## src/rtl/rr_select_encoder.sv

```systemverilog
// ============================================================================
// Module   : rr_select_encoder
// Purpose  : Round-robin arbiter with registered channel index, dwell timing
//            and a break-before-make gap.
// Revision : 1.0 - initial release
// ============================================================================
`default_nettype none

module rr_select_encoder #(
  parameter int DWELL_CYCLES = 4,
  parameter int CNT_W        = 8
) (
  input  logic       clk,
  input  logic       rst_n,
  input  logic       en,
  input  logic [3:0] req,
  input  logic       release_i,
  output logic [1:0] sel,
  output logic       sel_valid,
  output logic       grant_done
);

  localparam logic [1:0] ST_IDLE  = 2'd0;
  localparam logic [1:0] ST_GRANT = 2'd1;
  localparam logic [1:0] ST_GAP   = 2'd2;

  localparam logic [CNT_W-1:0] c_dwell_load = CNT_W'(DWELL_CYCLES - 1);

  logic [1:0]       r_state;
  logic [1:0]       w_state_nxt;
  logic [CNT_W-1:0] r_cnt;
  logic [CNT_W-1:0] w_cnt_nxt;
  logic [1:0]       r_ptr;
  logic [1:0]       w_ptr_nxt;
  logic [1:0]       w_sel_nxt;
  logic             w_valid_nxt;
  logic             w_done_nxt;
  logic [1:0]       w_pick;
  logic             w_any_req;
  logic             w_complete;

  assign w_any_req  = |req;
  assign w_complete = (r_cnt == '0) || release_i;

  // Walk from the lowest-priority slot upward so the nearest hit after ptr wins.
  always_comb begin
    w_pick = 2'b00;
    for (int k = 4; k >= 1; k--) begin
      if (req[r_ptr + 2'(k)]) begin
        w_pick = r_ptr + 2'(k);
      end
    end
  end

  // State and registered outputs
  always_ff @(posedge clk or negedge rst_n) begin
    if (!rst_n) begin
      r_state    <= ST_IDLE;
      r_cnt      <= '0;
      r_ptr      <= 2'b11;
      sel        <= 2'b00;
      sel_valid  <= 1'b0;
      grant_done <= 1'b0;
    end else begin
      r_state    <= w_state_nxt;
      r_cnt      <= w_cnt_nxt;
      r_ptr      <= w_ptr_nxt;
      sel        <= w_sel_nxt;
      sel_valid  <= w_valid_nxt;
      grant_done <= w_done_nxt;
    end
  end

  // Next-state logic
  always_comb begin
    w_state_nxt = ST_IDLE;
    case (r_state)
      ST_IDLE: begin
        if (en && w_any_req) begin
          w_state_nxt = ST_GRANT;
        end else begin
          w_state_nxt = ST_IDLE;
        end
      end
      ST_GRANT: begin
        if (!en) begin
          w_state_nxt = ST_IDLE;
        end else if (w_complete) begin
          w_state_nxt = ST_GAP;
        end else begin
          w_state_nxt = ST_GRANT;
        end
      end
      ST_GAP: begin
        w_state_nxt = ST_IDLE;
      end
      default: begin
        w_state_nxt = ST_IDLE;
      end
    endcase
  end

  // Output / datapath next values; abort outranks completion in GRANT.
  always_comb begin
    w_sel_nxt   = sel;
    w_valid_nxt = sel_valid;
    w_done_nxt  = 1'b0;
    w_cnt_nxt   = r_cnt;
    w_ptr_nxt   = r_ptr;
    case (r_state)
      ST_IDLE: begin
        if (en && w_any_req) begin
          w_sel_nxt   = w_pick;
          w_valid_nxt = 1'b1;
          w_cnt_nxt   = c_dwell_load;
        end
      end
      ST_GRANT: begin
        if (!en) begin
          w_valid_nxt = 1'b0;
        end else if (w_complete) begin
          w_valid_nxt = 1'b0;
          w_done_nxt  = 1'b1;
          w_ptr_nxt   = sel;
        end else begin
          w_cnt_nxt = r_cnt - CNT_W'(1);
        end
      end
      ST_GAP: begin
        w_valid_nxt = 1'b0;
      end
      default: begin
        w_valid_nxt = 1'b0;
      end
    endcase
  end

endmodule

`default_nettype wire

```

## config.mk

```make
export PLATFORM = sky130hd
export DESIGN_NAME = rr_select_encoder
export DESIGN_NICKNAME = d
export VERILOG_FILES = /design/src/rtl/rr_select_encoder.sv
export SDC_FILE = /design/constraint.sdc
export NUM_CORES = 1
export LEC_CHECK = 0
export CORE_MARGIN = 1.5
export CORE_UTILIZATION = 55
export CTS_CLUSTER_SIZE = 20
export DETAILED_ROUTE_END_ITERATION = 10
export GPL_ROUTABILITY_DRIVEN = 0
export MAX_ROUTING_LAYER = met4
export PLACE_DENSITY = 0.77
export SYNTH_ARGS = -nofsm -noshare
export SYNTH_HDL_FRONTEND = slang
export SYNTH_SLANG_ARGS = --single-unit
```

## constraint.sdc

```tcl
create_clock -name clk -period 3.2 [get_ports clk]
set_input_delay 0.32 -clock clk [delete_from_list [all_inputs] [get_ports clk]]
set_output_delay 0.32 -clock clk [all_outputs]
set_load 0.03 [all_outputs]
```

==> results.md <==
* Status: complete, no violations
* TNS Setup at 0 ns
* Endpoints failing hold at 0
* # diodes at 0
* Initial Utilization at 0.611
* CTS Buf Count at 3
* Bufs on Longest Clock Path at 2
* Root Driver: clkbuf_4
* Via density at 5.87
* Peak supply drop at roughly 420 uV
* Core area at between 1000 and 1500 sq um
* CP Max Fanout at 5
* Post-route setup slack at around 1.3 ns
* Power density over the cells at ~560 nW/um^2
* Reg2reg end: r_cnt[4]
* DP HPWL at 1130 um
* DR iter-0 viols at 13
* Vias at around 650
* I/O Buffers at 11
* Syn Area/Cell at just over 10 sq um
* WHS at roughly 0.43 ns
* ANT nets after route at 0
* GR Util All Layers at 0.204
* Period Utilization, post-route at 0.590
* Crit end category: flip-flop
* Die Y at about 41 um
* Largest net degree at the start of global routing at 16
* Tmin final at approximately 1.9 ns
* Max-cap violations at 0
* Layout area overhead at 19.7%
* Top Ports at 12
* Syn nets at 90
* Register area share after synthesis at 0.464
* Post-CTS Resized at 0
* RSZ-0062 raised after global routing: no
* Die area at ~1700 sq um
* Hold WC Path Type: primary input to asynchronous set/reset pin
* Wire length per cell at between 10 and 15 um
* Max incr delay on CP at between 0.4 and 0.5 ns
* Slowest cell on crit path: or3b_2
* Synthesized instance count at 80
* Slew Limit Fails at 0
* Initial antenna violation count at 0
* Fmax at 0.530 GHz
* Seq cells post-synth at 15
* Data required time at the worst endpoint at around 3.4 ns
* Site row count at 13
* Top-area cell type share of the netlist area at 0.399
* Worst path arrival time at about 2.1 ns
* Drt drc at 0
* Post-CTS Setup Bufs at 0
* Worst R2R Path Depth at 6
* Dpl ws at between 1 and 1.5 ns
* Synth warn at 0
* Leakage power at roughly 0.00044 uW
* Synth area leaders: dfrtp_1 40%, dfstp_2 6.5%, nor2_1 4.1%, ha_1 3.1%, mux2_2 2.8%
* # setup viols final at 0
* First-pass GRT wire length at 2700 um
* Number of clock sinks at 15
* Layout cells sized above 1 at 0.147
* FF-to-FF Start: r_cnt[0]
* Max_slew headroom at 0.563
* Drt first pass iters at 4
* Yosys cell types at 36
* Clock Latency Late Sink at ~0.29 ns
* Worst-Margin Slew at about 0.65 ns
* Vias in the first global route at 602
* Critical path type: flip-flop to flip-flop
* Crit-path cells: inv_1 -> ha_1 -> or3b_2 -> o211a_1 -> a211o_1 -> nand2_1
* Post-CTS Hold Fix Bufs at 0
* Post-synth top area cell: dfrtp_1
* CTS tree: yes
* Reg clk slew, reported paths at ~0.09 ns
* Remaining Overflow, GRT at 0
* Die Wd at between 40 and 50 um
* Layout net count at between 100 and 150
* Filler cells at ~110
* Mapped Area at 815 sq um
* CP Launch Type: flip-flop
* H-tree Lvls at 1
* Worst clock skew at between 0.01 and 0.015 ns
* FF-to-FF setup slack at about 1.3 ns
* Final wirelength at around 1500 um
[placed cells by master (no fill, tap or decap), types with 2 or more instances in the layout]
| cell | count |
|---|---|
| clkdlybuf4s50_1 | 11 |
| nand4_1 | 2 |
| dfrtp_1 | 13 |
| ha_1 | 2 |
| nand3_1 | 2 |
| a21oi_1 | 4 |
| inv_1 | 5 |
| mux2i_1 | 2 |
| clkbuf_4 | 3 |
| nor3_1 | 4 |
| nand2_1 | 4 |
| nor4_1 | 2 |
| mux2_2 | 2 |
| o211ai_1 | 3 |
| nor2_1 | 9 |
| dfstp_2 | 2 |
| xor2_1 | 2 |
| a21boi_0 | 2 |
[cell usage after synthesis (all sizes together)]
| library cell | count |
|---|---|
| dfrtp | 13 |
| nor2 | 9 |
| inv | 5 |
| a21oi | 4 |
| nand2 | 4 |
| nor3 | 4 |
| o211ai | 3 |
| a21boi | 2 |
| and4bb | 2 |
| dfstp | 2 |
| ha | 2 |
| mux2 | 2 |
| mux2i | 2 |
| nand3 | 2 |
| nand4 | 2 |
| nor4 | 2 |
| xor2 | 2 |
| a211o | 1 |
| a2bb2oi | 1 |
| clkbuf | 1 |
| nand2b | 1 |
| nand3b | 1 |
| nor3b | 1 |
| nor4b | 1 |
| o211a | 1 |
| o21a | 1 |
| o21ai | 1 |
| o22a | 1 |
| o22ai | 1 |
| o32a | 1 |
| or2 | 1 |
| or3 | 1 |
| or3b | 1 |
| or4 | 1 |
| xnor2 | 1 |
[routing by layer]
| layer | global-route usage | up-vias | routed length [um] |
|---|---|---|---|
| met2 | 0.319 | 13 | 686 |
| met3 | 0.0783 | 0 | 69 |
| met4 | 0 | 0 | 0 |
| met5 | - | - | 0 |
| met1 | 0.269 | 306 | 783 |
| li1 | - | 327 | - |
[flip-flops by register name, summed over array words and instances, names as in the netlist]
register	count
grant_done	1
r_cnt	8
r_ptr	2
r_state	1
sel	2
sel_valid	1
[cell families (layout without fill, tap and decap cells)]
group / count (synthesis) / after routing / synth area share
adders and majority gates: 2 / 2 / 0.0307
AOI/OAI and AO/OA: 17 / 17 / 0.151
xor gates and xnor gates: 3 / 3 / 0.0323
muxes: 4 / 4 / 0.0522
and+or+nand+nor: 33 / 33 / 0.243
DFF: 15 / 15 / 0.464
buffers and inverters: 6 / 21 / 0.0276
[final cells by class]
| class | instances | area, sq um | area share |
|---|---|---|---|
| multi-input cells | 59 | 414 | 0.425 |
| flip-flops and latches | 15 | 378 | 0.388 |
| repair buffers | 12 | 118 | 0.121 |
| clock buffers | 3 | 22.5 | 0.0231 |
| inverters | 5 | 18.8 | 0.0193 |
| well taps | 15 | 18.8 | 0.0193 |
| clock inverters | 1 | 5.00 | 0.00513 |
[where the power goes]
part           internal [uW]  leakage, uW  switching [uW]  total, uW
combinational           85.6     0.000234            80.5        166
sequential               233     0.000185            38.0        271
clock                   46.4    0.0000177            58.9        105
[through the flow]
| stage | total power, uW | util | instance area [sq um] | cells |
|---|---|---|---|---|
| floorplan | 373 | - | 815 | 80 |
| global placement | 436 | 0.710 | 947 | 106 |
| finish | 543 | 0.731 | 975 | 110 |
| detailed placement | 440 | 0.710 | 947 | 106 |
| global route | 576 | 0.731 | 975 | 110 |
| CTS | 551 | 0.731 | 975 | 110 |
[critical path: cells and delay by family, from the launching register on]
kind | cells | cell delay [ns]
AO/OA/AOI/OAI | 2 | 0.57
adder cells (fa/ha/maj) | 1 | 0.18
buffers and inverters | 1 | 0.10
flip-flops | 1 | 0.43
AND/OR/NAND/NOR | 2 | 0.55
[how the worst max path moves through the flow]
stage          startpoint        to  slack [ns]  cells after the start
2_1_floorplan    r_cnt[0]  r_cnt[4]        1.45                      6
5_1_grt          r_cnt[0]  r_ptr[1]        1.17                      6
3_5_place_dp    release_i  r_cnt[0]        1.16                      5
6_report         r_cnt[0]  r_cnt[4]        1.31                      6
3_3_place_gp    release_i  r_cnt[0]        1.19                      5
4_1_cts          r_cnt[0]  r_cnt[4]        1.30                      6
Power figures use the tool's default switching activity.
